**config.mk**
```make
export PLATFORM = sky130hd
export DESIGN_NAME = load_store_unit
export DESIGN_NICKNAME = d
export VERILOG_FILES = /design/src/rtl/load_store_unit_pkg.sv /design/src/rtl/load_store_unit_align.sv /design/src/rtl/load_store_unit.sv
export SDC_FILE = /design/constraint.sdc
export NUM_CORES = 1
export LEC_CHECK = 0
export CAP_MARGIN = 0
export CORE_MARGIN = 3
export CORE_UTILIZATION = 53
export CTS_CLUSTER_SIZE = 12
export DETAILED_ROUTE_END_ITERATION = 6
export DONT_BUFFER_PORTS = 1
export PLACE_DENSITY = 0.66
export SETUP_SLACK_MARGIN = 0.2
export SLEW_MARGIN = 10
export SYNTH_ARGS = -nofsm -noshare
export SYNTH_HDL_FRONTEND = slang
export SYNTH_HIERARCHICAL = 1
export SYNTH_SLANG_ARGS = --single-unit
export TNS_END_PERCENT = 20
```
**constraint.sdc**
```tcl
create_clock -name clk -period 7.4 [get_ports clk]
set_input_delay 1.48 -clock clk [delete_from_list [all_inputs] [get_ports clk]]
set_output_delay 1.48 -clock clk [all_outputs]
set_load 0.1 [all_outputs]
```
**src/rtl/load_store_unit_pkg.sv**
```systemverilog
// Shared definitions for the load/store unit: RV32I load/store funct3 codes, the
// LSU state encoding and the byte-enable width of the data-memory port.
package load_store_unit_pkg;

    localparam int unsigned BE_W = 4;

    localparam logic [2:0] FUNCT3_LB  = 3'd0;
    localparam logic [2:0] FUNCT3_LH  = 3'd1;
    localparam logic [2:0] FUNCT3_LW  = 3'd2;
    localparam logic [2:0] FUNCT3_LBU = 3'd4;
    localparam logic [2:0] FUNCT3_LHU = 3'd5;
    localparam logic [2:0] FUNCT3_SB  = 3'd0;
    localparam logic [2:0] FUNCT3_SH  = 3'd1;
    localparam logic [2:0] FUNCT3_SW  = 3'd2;

    typedef enum logic [1:0] {
        StIdle,
        StReq,
        StWaitR,
        StResp
    } lsu_state_e;

    // funct3 codes with no RV32I meaning for the given direction
    function automatic logic funct3_illegal(input logic is_load, input logic [2:0] funct3);
        if (is_load) begin
            return (funct3 == 3'd3) || (funct3 == 3'd6) || (funct3 == 3'd7);
        end
        return funct3 >= 3'd3;
    endfunction

endpackage

```
**src/rtl/load_store_unit_align.sv**
```systemverilog
// Combinational lane logic for the LSU.
// Ports:
//   funct3_i     - size/sign code
//   addr_lo_i    - byte offset within the word
//   wdata_i      - store data as supplied by execute
//   rdata_i      - raw word returned by memory
//   be_o         - byte enables for the access
//   wdata_lane_o - store data replicated into the addressed lanes
//   rdata_ext_o  - selected lane, sign- or zero-extended
//   misaligned_o - halfword/word access not naturally aligned
module load_store_unit_align
    import load_store_unit_pkg::*;
(
    input  logic [2:0]      funct3_i,
    input  logic [1:0]      addr_lo_i,
    input  logic [31:0]     wdata_i,
    input  logic [31:0]     rdata_i,
    output logic [BE_W-1:0] be_o,
    output logic [31:0]     wdata_lane_o,
    output logic [31:0]     rdata_ext_o,
    output logic            misaligned_o
);

    logic [31:0] lane;

    assign lane = rdata_i >> {addr_lo_i, 3'b000};

    always_comb begin
        be_o         = '0;
        wdata_lane_o = wdata_i;
        misaligned_o = 1'b0;
        // funct3[1:0] carries the size for both loads and stores
        unique case (funct3_i[1:0])
            2'b00: begin
                be_o         = 4'b0001 << addr_lo_i;
                wdata_lane_o = {4{wdata_i[7:0]}};
            end
            2'b01: begin
                be_o         = 4'b0011 << {addr_lo_i[1], 1'b0};
                wdata_lane_o = {2{wdata_i[15:0]}};
                misaligned_o = addr_lo_i[0];
            end
            2'b10: begin
                be_o         = 4'b1111;
                misaligned_o = (addr_lo_i != 2'b00);
            end
            default: be_o = '0;
        endcase
    end

    always_comb begin
        rdata_ext_o = lane;
        case (funct3_i)
            FUNCT3_LB:  rdata_ext_o = {{24{lane[7]}}, lane[7:0]};
            FUNCT3_LBU: rdata_ext_o = {24'h0, lane[7:0]};
            FUNCT3_LH:  rdata_ext_o = {{16{lane[15]}}, lane[15:0]};
            FUNCT3_LHU: rdata_ext_o = {16'h0, lane[15:0]};
            default:    rdata_ext_o = lane;
        endcase
    end

endmodule

```
**src/rtl/load_store_unit.sv**
```systemverilog
// Data-memory stage between execute and writeback. Accepts one load/store per
// handshake, checks alignment/legality, issues a req/gnt/rvalid memory access and
// returns extended load data (or store completion / error) as a one-cycle pulse.
// Ports:
//   req_valid_i/req_ready_o  - op handshake from execute (ready only when idle)
//   memren_i/memwren_i       - load / store select
//   funct3_i, addr_i, wdata_i - size code, byte address, store data
//   flush_i                  - abandon an op not yet granted
//   mem_*                    - data-memory request port
//   resp_valid_o/data/err    - completion to writeback
//   busy_o                   - LSU not idle, for the hazard unit
module load_store_unit
    import load_store_unit_pkg::*;
#(
    parameter int unsigned AWIDTH = 32,
    parameter int unsigned DWIDTH = 32
) (
    input  logic              clk,
    input  logic              rst,
    input  logic              req_valid_i,
    output logic              req_ready_o,
    input  logic              memren_i,
    input  logic              memwren_i,
    input  logic [2:0]        funct3_i,
    input  logic [AWIDTH-1:0] addr_i,
    input  logic [DWIDTH-1:0] wdata_i,
    input  logic              flush_i,
    output logic              mem_req_o,
    output logic              mem_we_o,
    output logic [AWIDTH-1:0] mem_addr_o,
    output logic [BE_W-1:0]   mem_be_o,
    output logic [DWIDTH-1:0] mem_wdata_o,
    input  logic              mem_gnt_i,
    input  logic              mem_rvalid_i,
    input  logic [DWIDTH-1:0] mem_rdata_i,
    output logic              resp_valid_o,
    output logic [DWIDTH-1:0] resp_data_o,
    output logic              resp_err_o,
    output logic              busy_o
);

    lsu_state_e  state_q;
    logic [2:0]  funct3_q;
    logic [1:0]  addr_lo_q;
    logic        drop_q;     // flushed while waiting for read data

    logic        accept;
    logic        req_err;
    logic [2:0]  al_funct3;
    logic [1:0]  al_addr_lo;
    logic [BE_W-1:0] al_be;
    logic [31:0] al_wdata;
    logic [31:0] al_rdata_ext;
    logic        al_misaligned;

    assign req_ready_o = (state_q == StIdle);
    assign busy_o      = (state_q != StIdle);
    assign accept      = req_valid_i && req_ready_o && (memren_i || memwren_i);

    // The aligner sees the incoming op while idle and the captured op afterwards.
    assign al_funct3  = (state_q == StIdle) ? funct3_i    : funct3_q;
    assign al_addr_lo = (state_q == StIdle) ? addr_i[1:0] : addr_lo_q;

    load_store_unit_align u_align (
        .funct3_i     (al_funct3),
        .addr_lo_i    (al_addr_lo),
        .wdata_i      (wdata_i),
        .rdata_i      (mem_rdata_i),
        .be_o         (al_be),
        .wdata_lane_o (al_wdata),
        .rdata_ext_o  (al_rdata_ext),
        .misaligned_o (al_misaligned)
    );

    assign req_err = (memren_i && memwren_i) || funct3_illegal(memren_i, funct3_i) ||
                     al_misaligned;

    always_ff @(posedge clk) begin
        if (rst) begin
            state_q      <= StIdle;
            funct3_q     <= '0;
            addr_lo_q    <= '0;
            drop_q       <= 1'b0;
            mem_req_o    <= 1'b0;
            mem_we_o     <= 1'b0;
            mem_addr_o   <= '0;
            mem_be_o     <= '0;
            mem_wdata_o  <= '0;
            resp_valid_o <= 1'b0;
            resp_data_o  <= '0;
            resp_err_o   <= 1'b0;
        end else begin
            resp_valid_o <= 1'b0;
            case (state_q)
                StIdle: begin
                    if (accept) begin
                        funct3_q  <= funct3_i;
                        addr_lo_q <= addr_i[1:0];
                        drop_q    <= 1'b0;
                        if (req_err) begin
                            state_q      <= StResp;
                            resp_valid_o <= 1'b1;
                            resp_err_o   <= 1'b1;
                            resp_data_o  <= '0;
                        end else begin
                            state_q     <= StReq;
                            mem_req_o   <= 1'b1;
                            mem_we_o    <= memwren_i;
                            mem_addr_o  <= {addr_i[AWIDTH-1:2], 2'b00};
                            mem_be_o    <= al_be;
                            mem_wdata_o <= memwren_i ? al_wdata : '0;
                        end
                    end
                end
                StReq: begin
                    if (mem_gnt_i) begin
                        mem_req_o <= 1'b0;
                        if (mem_we_o) begin
                            if (flush_i) begin
                                state_q <= StIdle;
                            end else begin
                                state_q      <= StResp;
                                resp_valid_o <= 1'b1;
                                resp_err_o   <= 1'b0;
                                resp_data_o  <= '0;
                            end
                        end else if (mem_rvalid_i) begin
                            if (flush_i) begin
                                state_q <= StIdle;
                            end else begin
                                state_q      <= StResp;
                                resp_valid_o <= 1'b1;
                                resp_err_o   <= 1'b0;
                                resp_data_o  <= al_rdata_ext;
                            end
                        end else begin
                            state_q <= StWaitR;
                            drop_q  <= flush_i;
                        end
                    end else if (flush_i) begin
                        mem_req_o <= 1'b0;
                        state_q   <= StIdle;
                    end
                end
                StWaitR: begin
                    if (mem_rvalid_i) begin
                        if (drop_q || flush_i) begin
                            state_q <= StIdle;
                        end else begin
                            state_q      <= StResp;
                            resp_valid_o <= 1'b1;
                            resp_err_o   <= 1'b0;
                            resp_data_o  <= al_rdata_ext;
                        end
                        drop_q <= 1'b0;
                    end else if (flush_i) begin
                        drop_q <= 1'b1;
                    end
                end
                StResp: begin
                    resp_err_o <= 1'b0;
                    state_q    <= StIdle;
                end
                default: state_q <= StIdle;
            endcase
        end
    end

endmodule

```
==> run summary, run 1 <==
After routing, the total negative slack on setup checks comes to 0 ns. The run gives 213 as the total I/O pin count. In the routed layout, each cell is associated on average with a via count of 6.487.

In this run the deepest clock path goes through 2 buffers. In the post-synthesis netlist, the biggest area contributors are dfxtp_1 (36%), mux2i_1 (7.1%), a311oi_1 (4.6%). After detailed routing, the total wire length is 16,480 um. The count of buffers added on input and output ports is 0. TritonCTS built the clock tree.

Based on the critical path, the design can be clocked at up to 228.6 MHz. The die covers 12,710 um^2. The tool flagged a number of max-cap violations equal to 0. Entering global routing, the biggest net connects 112 pins. The type of the most critical hold path is register to register. The Yosys step of the flow raised 6 warnings. The first global-routing pass estimated 25,430 um of wire. Counting tap cells, the placed design contains a total of 766 instances.

STA classifies the critical path startpoint as a register. The number of buffers added to fix hold violations after cts was 0. Start-to-end type of the worst setup path: register to register. Area fraction of the dominant cell type after synthesis: 0.3648. The number of antenna diodes in the final layout is 0. After filler insertion, the fill cell instance count of the layout stands at 1,002. Data on the critical path is required at its endpoint by 7.69 ns. The maximum fanout along the worst path is 32. The number of antenna violations at the first check in global routing came out at 0. The cell at the root of the clock tree was clkbuf_16. The final critical-path required period was 4.375 ns.

Summing every instance area after synthesis gives 6037 um^2. The worst-case headroom to the max-slew limit is 0.1653, and the clock insertion delay at the later pin of the skew report is 0.35 ns. STA puts the critical path data arrival time at 4.67 ns.

The tools report the final-report hold violation count as 0. After routing the design area is 6156 um^2. The share of the core filled with cells in the final layout came out at 0.5605.

Summed over all layers, the global routing overflow is 0. Setup repair after global routing left no endpoint under its margin. The register area share after synthesis is 0.3648, and the post-layout net count is 754. The logs give 0.8808 for the placer's final routability congestion estimate and 0 for the remaining number of nets flagged by the antenna check after routing.

The flow ran to the end, and the final reports show no timing, DRC or antenna violations. On the final layout, the worst hold slack is 0.4606 ns. Sort of element at the end of the critical path: a register. From synthesis to final layout, the design area changed by 1.969%. Traced cell by cell, the critical path runs through inv_1 > ha_2 > mux2_2 > inv_1 > ha_1 > o21ai_0 > a21boi_0 > a221oi_1 > o211ai_1 > and3_1 > a31o_2. The global routing usage summed across all routing layers was 0.2447.

The placed wire-length estimate was 11,080 um; the total placed instance area was 5854 um^2. Summed over all cells, the static leakage comes to 2.072 nW. For this run, the slowest stage of the critical path takes 1.03 ns. In this run the mean area of a mapped cell was 8.637 um^2. The fraction of synthesis flops using an asynchronous set or reset pin is 0. In the post-route analysis, the smallest setup slack over all paths is 3.025 ns.

Power spread over the standard cell area amounts to 423.8 nW/um^2. The total chip power is 2.609 mW, and the final period utilization is 0.5913. After technology mapping, the gate count stands at 699. Cell with the most instances on the worst path: inv_1. Before CTS, the worst setup slack after placement is 2.956 ns.

The top cell family by delay on the critical path is adder cells. The total clock buffers created by CTS is 9, and the number of design rule violations left after detail routing is 0. Overall via count from detail_route: 5,073. Worst IR drop on VDD: 0.0002347 V. Count of flip-flops with a built-in enable after synthesis: 0. The pin slew with the least headroom to its limit came out at 1.252 ns. The average detailed-routed wire length per instance is 21.07 um, and the clock sink count is 110.

The run gives 0 as the number of cells upsized or downsized after cts. The tools report the number of global-route vias before repair as 4,782. The share of post-route cells with drive strength above 1 works out to 0.1106. The synthesized design contains 110 register bits.

The top flip-flop cell by instance count after synthesis is dfxtp_1. The floorplan step set the die height to 112.7 um. The number of cell rows is 38. The number of different library cells used by synthesis comes to 53.

The cell taking the most area after synthesis is dfxtp_1. The floorplan step defined a core boundary enclosing 10,980 um^2. Between clock sinks in the finished design, the worst skew comes to 0.01060 ns. The buffering stage count on the worst path with inverters included was 2.

The slowest library cell on the worst path is and3_1. The tools report the number of endpoints failing setup at the final stage as 0. The final standard cell count with taps included and fillers excluded was 782. In this run, the number of DRC markers left after iteration 0 of detailed routing was 456. The H-tree was split into 3 levels. After clock tree synthesis, the clock-pin slew on the worst setup and hold paths is 0.08 ns. For the number of optimization iterations in the first detailed-route pass, the log shows 5. In this run the horizontal extent of the chip is 112.7 um.

Number of setup buffers added after CTS: 0. Final max-slew violation count: 0. The run gives 0.5497 as the initial core utilization.
[registers in the layout, summed over array words and instances (netlist names)]
name and flops:
addr_lo_q 2, drop_q 1, funct3_q 3, mem_addr_o 30, mem_be_o 4, mem_req_o 1
mem_wdata_o 32, mem_we_o 1, resp_data_o 32, resp_err_o 1, resp_valid_o 1, state_q 2
[layout by cell type, fill, tap and decap left out, types with 3 or more instances in the layout]
cell type  synthesis  layout
a21boi_0           9       9
a21oi_1           46      46
a221oi_1           3       3
a22o_1             8       8
a22oi_1            8       8
a311oi_1          32      32
a31o_1            25      25
a31o_2             8       8
buf_4             18       5
clkbuf_16          0       9
dfxtp_1          110     110
ha_1              10       9
inv_1             44      44
mux2_2            21      21
mux2i_1           43      43
nand2_1           51      51
nand2b_1           4       4
nand3_1           35      35
nor2_1            47      47
nor2b_1            3       3
nor3_1            11      11
o211ai_1          15      15
o211ai_2           3       3
o21ai_0           48      48
o41ai_2            7       7
[final cells by class]
type / count / area (um^2) / area share
multi-input cells: 467 / 3274 / 0.5319
flip-flops and latches: 110 / 2202 / 0.3577
clock buffers: 9 / 225.2 / 0.03659
well taps: 140 / 175.2 / 0.02846
inverters: 44 / 165.2 / 0.02683
clock inverters: 7 / 76.32 / 0.01240
repair buffers: 5 / 37.54 / 0.006098
[cell usage after synthesis, drive strengths merged, types with 3 or more instances]
cell type and count:
mux2 21, a21oi 46, clkbuf 37, a211oi 3, nor2 48, nand3 35
nand2 51, a31o 33, a21boi 9, inv 44, ha 10, o211ai 18
o21ai 49, o41ai 8, a311oi 32, a22oi 9, buf 42, nand2b 4
a221oi 3, dfxtp 110, mux2i 43, nor3 11, a22o 8, nor3b 3
nor2b 3
[worst reg2reg max path, cell delays in order (launching register included)]
cell and delay [ns]:
dfxtp_1 0.35, inv_1 0.10, ha_2 0.75, mux2_2 0.45, inv_1 0.14, ha_1 0.52
o21ai_0 0.17, a21boi_0 0.27, a221oi_1 0.10, o211ai_1 0.13, and3_1 1.03, a31o_2 0.31
[kinds of logic (layout without fill, tap and decap cells)]
family / count (synthesis) / count (layout) / share of synthesized area
other: 1 / 2 / 0.0006212
DFF: 110 / 110 / 0.3648
buffers and inverters: 123 / 65 / 0.09720
AOI/OAI and AO/OA: 225 / 225 / 0.2736
and+or+nand+nor: 165 / 165 / 0.1289
muxes: 65 / 65 / 0.1142
adders and majority gates: 10 / 10 / 0.02073
[path summary, 6_finish.rpt]
kind | depth (start not counted) | to | slack (ns) | from
min | 2 | addr_lo_q[0] | 0.46 | addr_lo_q[0]
min reg2reg | 2 | addr_lo_q[0] | 0.46 | addr_lo_q[0]
max reg2reg | 11 | resp_data_o[6] | 3.02 | state_q[0]
max | 11 | resp_data_o[6] | 3.02 | state_q[0]
[per-layer routing]
layer | vias to the layer above | routed length, um | part of all wire | global-route usage
met1 | 2398 | 6764 | 0.41 | 0.3180
met2 | 250 | 7591 | 0.46 | 0.3764
li1 | 2390 | - | - | -
met4 | 0 | 418 | 0.025 | 0.1026
met3 | 35 | 1703 | 0.10 | 0.07754
met5 | - | 0 | 0 | 0
[where the power goes]
part / switching, mW / total (mW) / internal [mW]
logic: 0.754 / 1.13 / 0.377
clock network: 0.244 / 0.483 / 0.239
registers: 0.351 / 0.995 / 0.644
total: 1.35 / 2.61 / 1.26
Note: power is estimated with default switching activity, not from simulation.
==> inputs of run 2 (changes only) <==
clock period = 4.24 ns   (was 7.4 ns; I/O delays follow)
==> run 2 against run 1 <==
Against the previous run: largest power group unchanged; first-iteration DRC count grew 8.3%; critical path depth is the same; worst setup slack lost 2.2 ns; design area grew 1.0%; clock-buffer cell count is the same; power grew 78%; cell count grew 0.64%; largest cell class unchanged; die area is the same.
==> run summary, run 2 (synthesis results as in run 1) <==
The number of buffers added to fix hold violations after cts was 0. Across all layers, the routed design uses 5,114 vias. The routed via count divided by cell count was 6.498.

For this design the top-level I/O count stands at 213. For the post-layout net count, the log shows 759. Counting I/O delays and the setup requirement, the final critical path takes 3.407 ns.

The total overflow left after global routing is 0. Number of antenna violations at the first check in global routing: 0. Port buffer count: 0. In this run the clock root is driven by a clkbuf_16. The tools report the number of optimization iterations in the first detailed-route pass as 6. For the final max-slew violation count, the log shows 0. In the final layout, the registers with the most flip-flops are mem_wdata_o x32, resp_data_o x32, mem_addr_o x30.

The final-report hold violation count is 0, and the buffer depth of the longest clock path is 2. The worst setup path is launched from a register. Setup repair after global routing left no endpoint under its margin.

The worst-case reg-to-reg path depth was 11; the growth of design area from synthesis to finish was 3.005%. After floorplanning, the core was divided into 38 placement rows. Of all nets on the critical path, the largest fanout is 32.

The worst setup slack before clock tree synthesis is 0.7961 ns. The worst-case headroom to the max-slew limit was 0.1833. The routed wire length is 16,360 um, and the number of endpoints failing setup at the final stage is 0. The tools report the cell count after placement as 771. The detail route stage leaves a number of antenna-violating nets equal to 0. The number of clock buffers added by TritonCTS is 9. After clock tree synthesis, the clock-pin slew on the worst setup and hold paths is 0.08 ns. The run gives 0.8330 ns as the slack of the critical path.

Die outline area: 12,710 um^2. The tools report the setup total negative slack as 0 ns. The final period utilization is 0.8035, and the data required time of the critical path is 4.53 ns. The clock insertion delay at the later pin of the skew report came out at 0.35 ns. The origin of the worst setup path is state_q[0]. At the end of routability-driven placement, the weighted congestion stood at 0.8903.

The tools report the number of setup buffers added after CTS as 0. The run gives 2.111 nW as the static power due to leakage. The max-cap check violation count came out at 0. The global-route wire length before repair was 25,920 um. For the number of global-route vias before repair, the log shows 4,849.

The flow ran to the end, and the final reports show no timing, DRC or antenna violations. Entering global routing, the biggest net connects 112 pins. The die height is 112.7 um, and the slack of the worst reg-to-reg path is 0.83 ns.

Number of design rule violations left after detail routing: 0. At the pin with the least slew margin, the transition time is 1.225 ns. Gates resized during post-CTS repair numbered 0. TritonCTS built the clock tree.

After detailed routing, the average wire length per cell comes to 20.79 um. Dividing total power by cell area gives a power density of 744.8 nW/um^2. The clock tree skew after final layout came out at 0.006813 ns. The share of post-route cells with drive strength above 1 was 0.1175. In this run the number of H-tree levels came out at 3. For the placed wire-length estimate, the log shows 11,210 um. The tools report the startpoint of the worst register-to-register path as state_q[0]. The run gives 3.70 ns as the signal arrival time at the worst endpoint. The tools report the worst reg2reg path endpoint as resp_data_o[1]. The tools report the total chip power as 4.632 mW.

The worst setup path is of the register to register kind. The initial core utilization is 0.5497, and the core area is 10,980 um^2. The tools report the number of design-rule violations left by the first detailed-router iteration as 494.

Timing would allow up to 293.5 MHz. The most critical setup path has its endpoint at resp_data_o[1]. The run gives 0.0004552 V as the worst IR drop on VDD.

Leaving out fill and tap cells, the most frequent cells in the layout are dfxtp_1 (110), nand2_1 (51), o21ai_0 (48). The logs give 0.2495 for the global routing usage summed across all routing layers and 787 for the final standard cell count with taps included and fillers excluded. Most frequent standard cell in the layout excluding fill and tap cells: dfxtp_1. From left edge to right edge, the die measures 112.7 um. For this design, the sink count on the clock tree is 110. STA classifies the critical path endpoint as a register.

The type of the most critical hold path was register to register. The total inserted antenna cells came out at 0.
run 2: cell types whose count changed in the layout (fill, tap and decap cells not counted), moves of 2 or more:
cell / previous run / this run
inv_8: 1 / 3
clkinv_8: 2 / 0
inv_6: 2 / 0
buf_4: 5 / 9
clkinv_4: 0 / 2
run 2: cell type report:
cell class,instances,area (um^2)
tap,140,175.2
timing repair buffer,10,87.58
sequential,110,2202
clock inverter,7,88.84
fill,983,4765
inverter,44,165.2
clock buffer,9,225.2
multi-input combinational,467,3274
run 2: routing by layer:
layer,up-vias,share of wire,GRT usage
met3,40,0.11,0.09358
met2,237,0.46,0.3870
met5,-,0,0
met4,0,0.030,0.09455
met1,2437,0.39,0.3170
li1,2400,-,-
run 2: power breakdown:
| part | switching [mW] | leakage [nW] | internal (mW) |
|---|---|---|---|
| registers | 0.613 | 0.890 | 1.12 |
| logic | 1.32 | 1.07 | 0.683 |
| clock network | 0.413 | 0.152 | 0.473 |
run 2: per-stage QoR:
| stage | instance area, um^2 | util | hold slack, ns |
|---|---|---|---|
| 6_report | 6218 | 0.5662 | 0.4635 |
| 4_1_cts | 6218 | 0.5662 | 0.4579 |
| 2_1_floorplan | 6041 | - | 0.4338 |
| 3_5_place_dp | 5904 | 0.5376 | 0.4472 |
| 3_3_place_gp | 5904 | 0.5376 | 0.4354 |
| 5_1_grt | 6218 | 0.5662 | 0.4890 |
run 2: worst max-delay path, cell delays in order, from the launching register on:
cell and delay [ns]:
dfxtp_1 0.35, inv_1 0.09, ha_2 0.24, mux2_2 0.40, inv_1 0.12, ha_1 0.24
o21ai_0 0.10, a21boi_0 0.24, a221oi_1 0.12, o211ai_1 0.13, and3_1 1.01, a31o_2 0.29
run 2: worst min-delay path by stage:
stage                 start            to  slack (ns)  cells past startpoint
2_1_floorplan  addr_lo_q[0]  addr_lo_q[0]        0.43                      2
3_3_place_gp    funct3_q[2]   funct3_q[2]        0.44                      2
3_5_place_dp   addr_lo_q[1]  addr_lo_q[1]        0.45                      2
4_1_cts        addr_lo_q[1]  addr_lo_q[1]        0.46                      2
5_1_grt         funct3_q[0]   funct3_q[0]        0.49                      2
6_report       addr_lo_q[1]  addr_lo_q[1]        0.46                      2
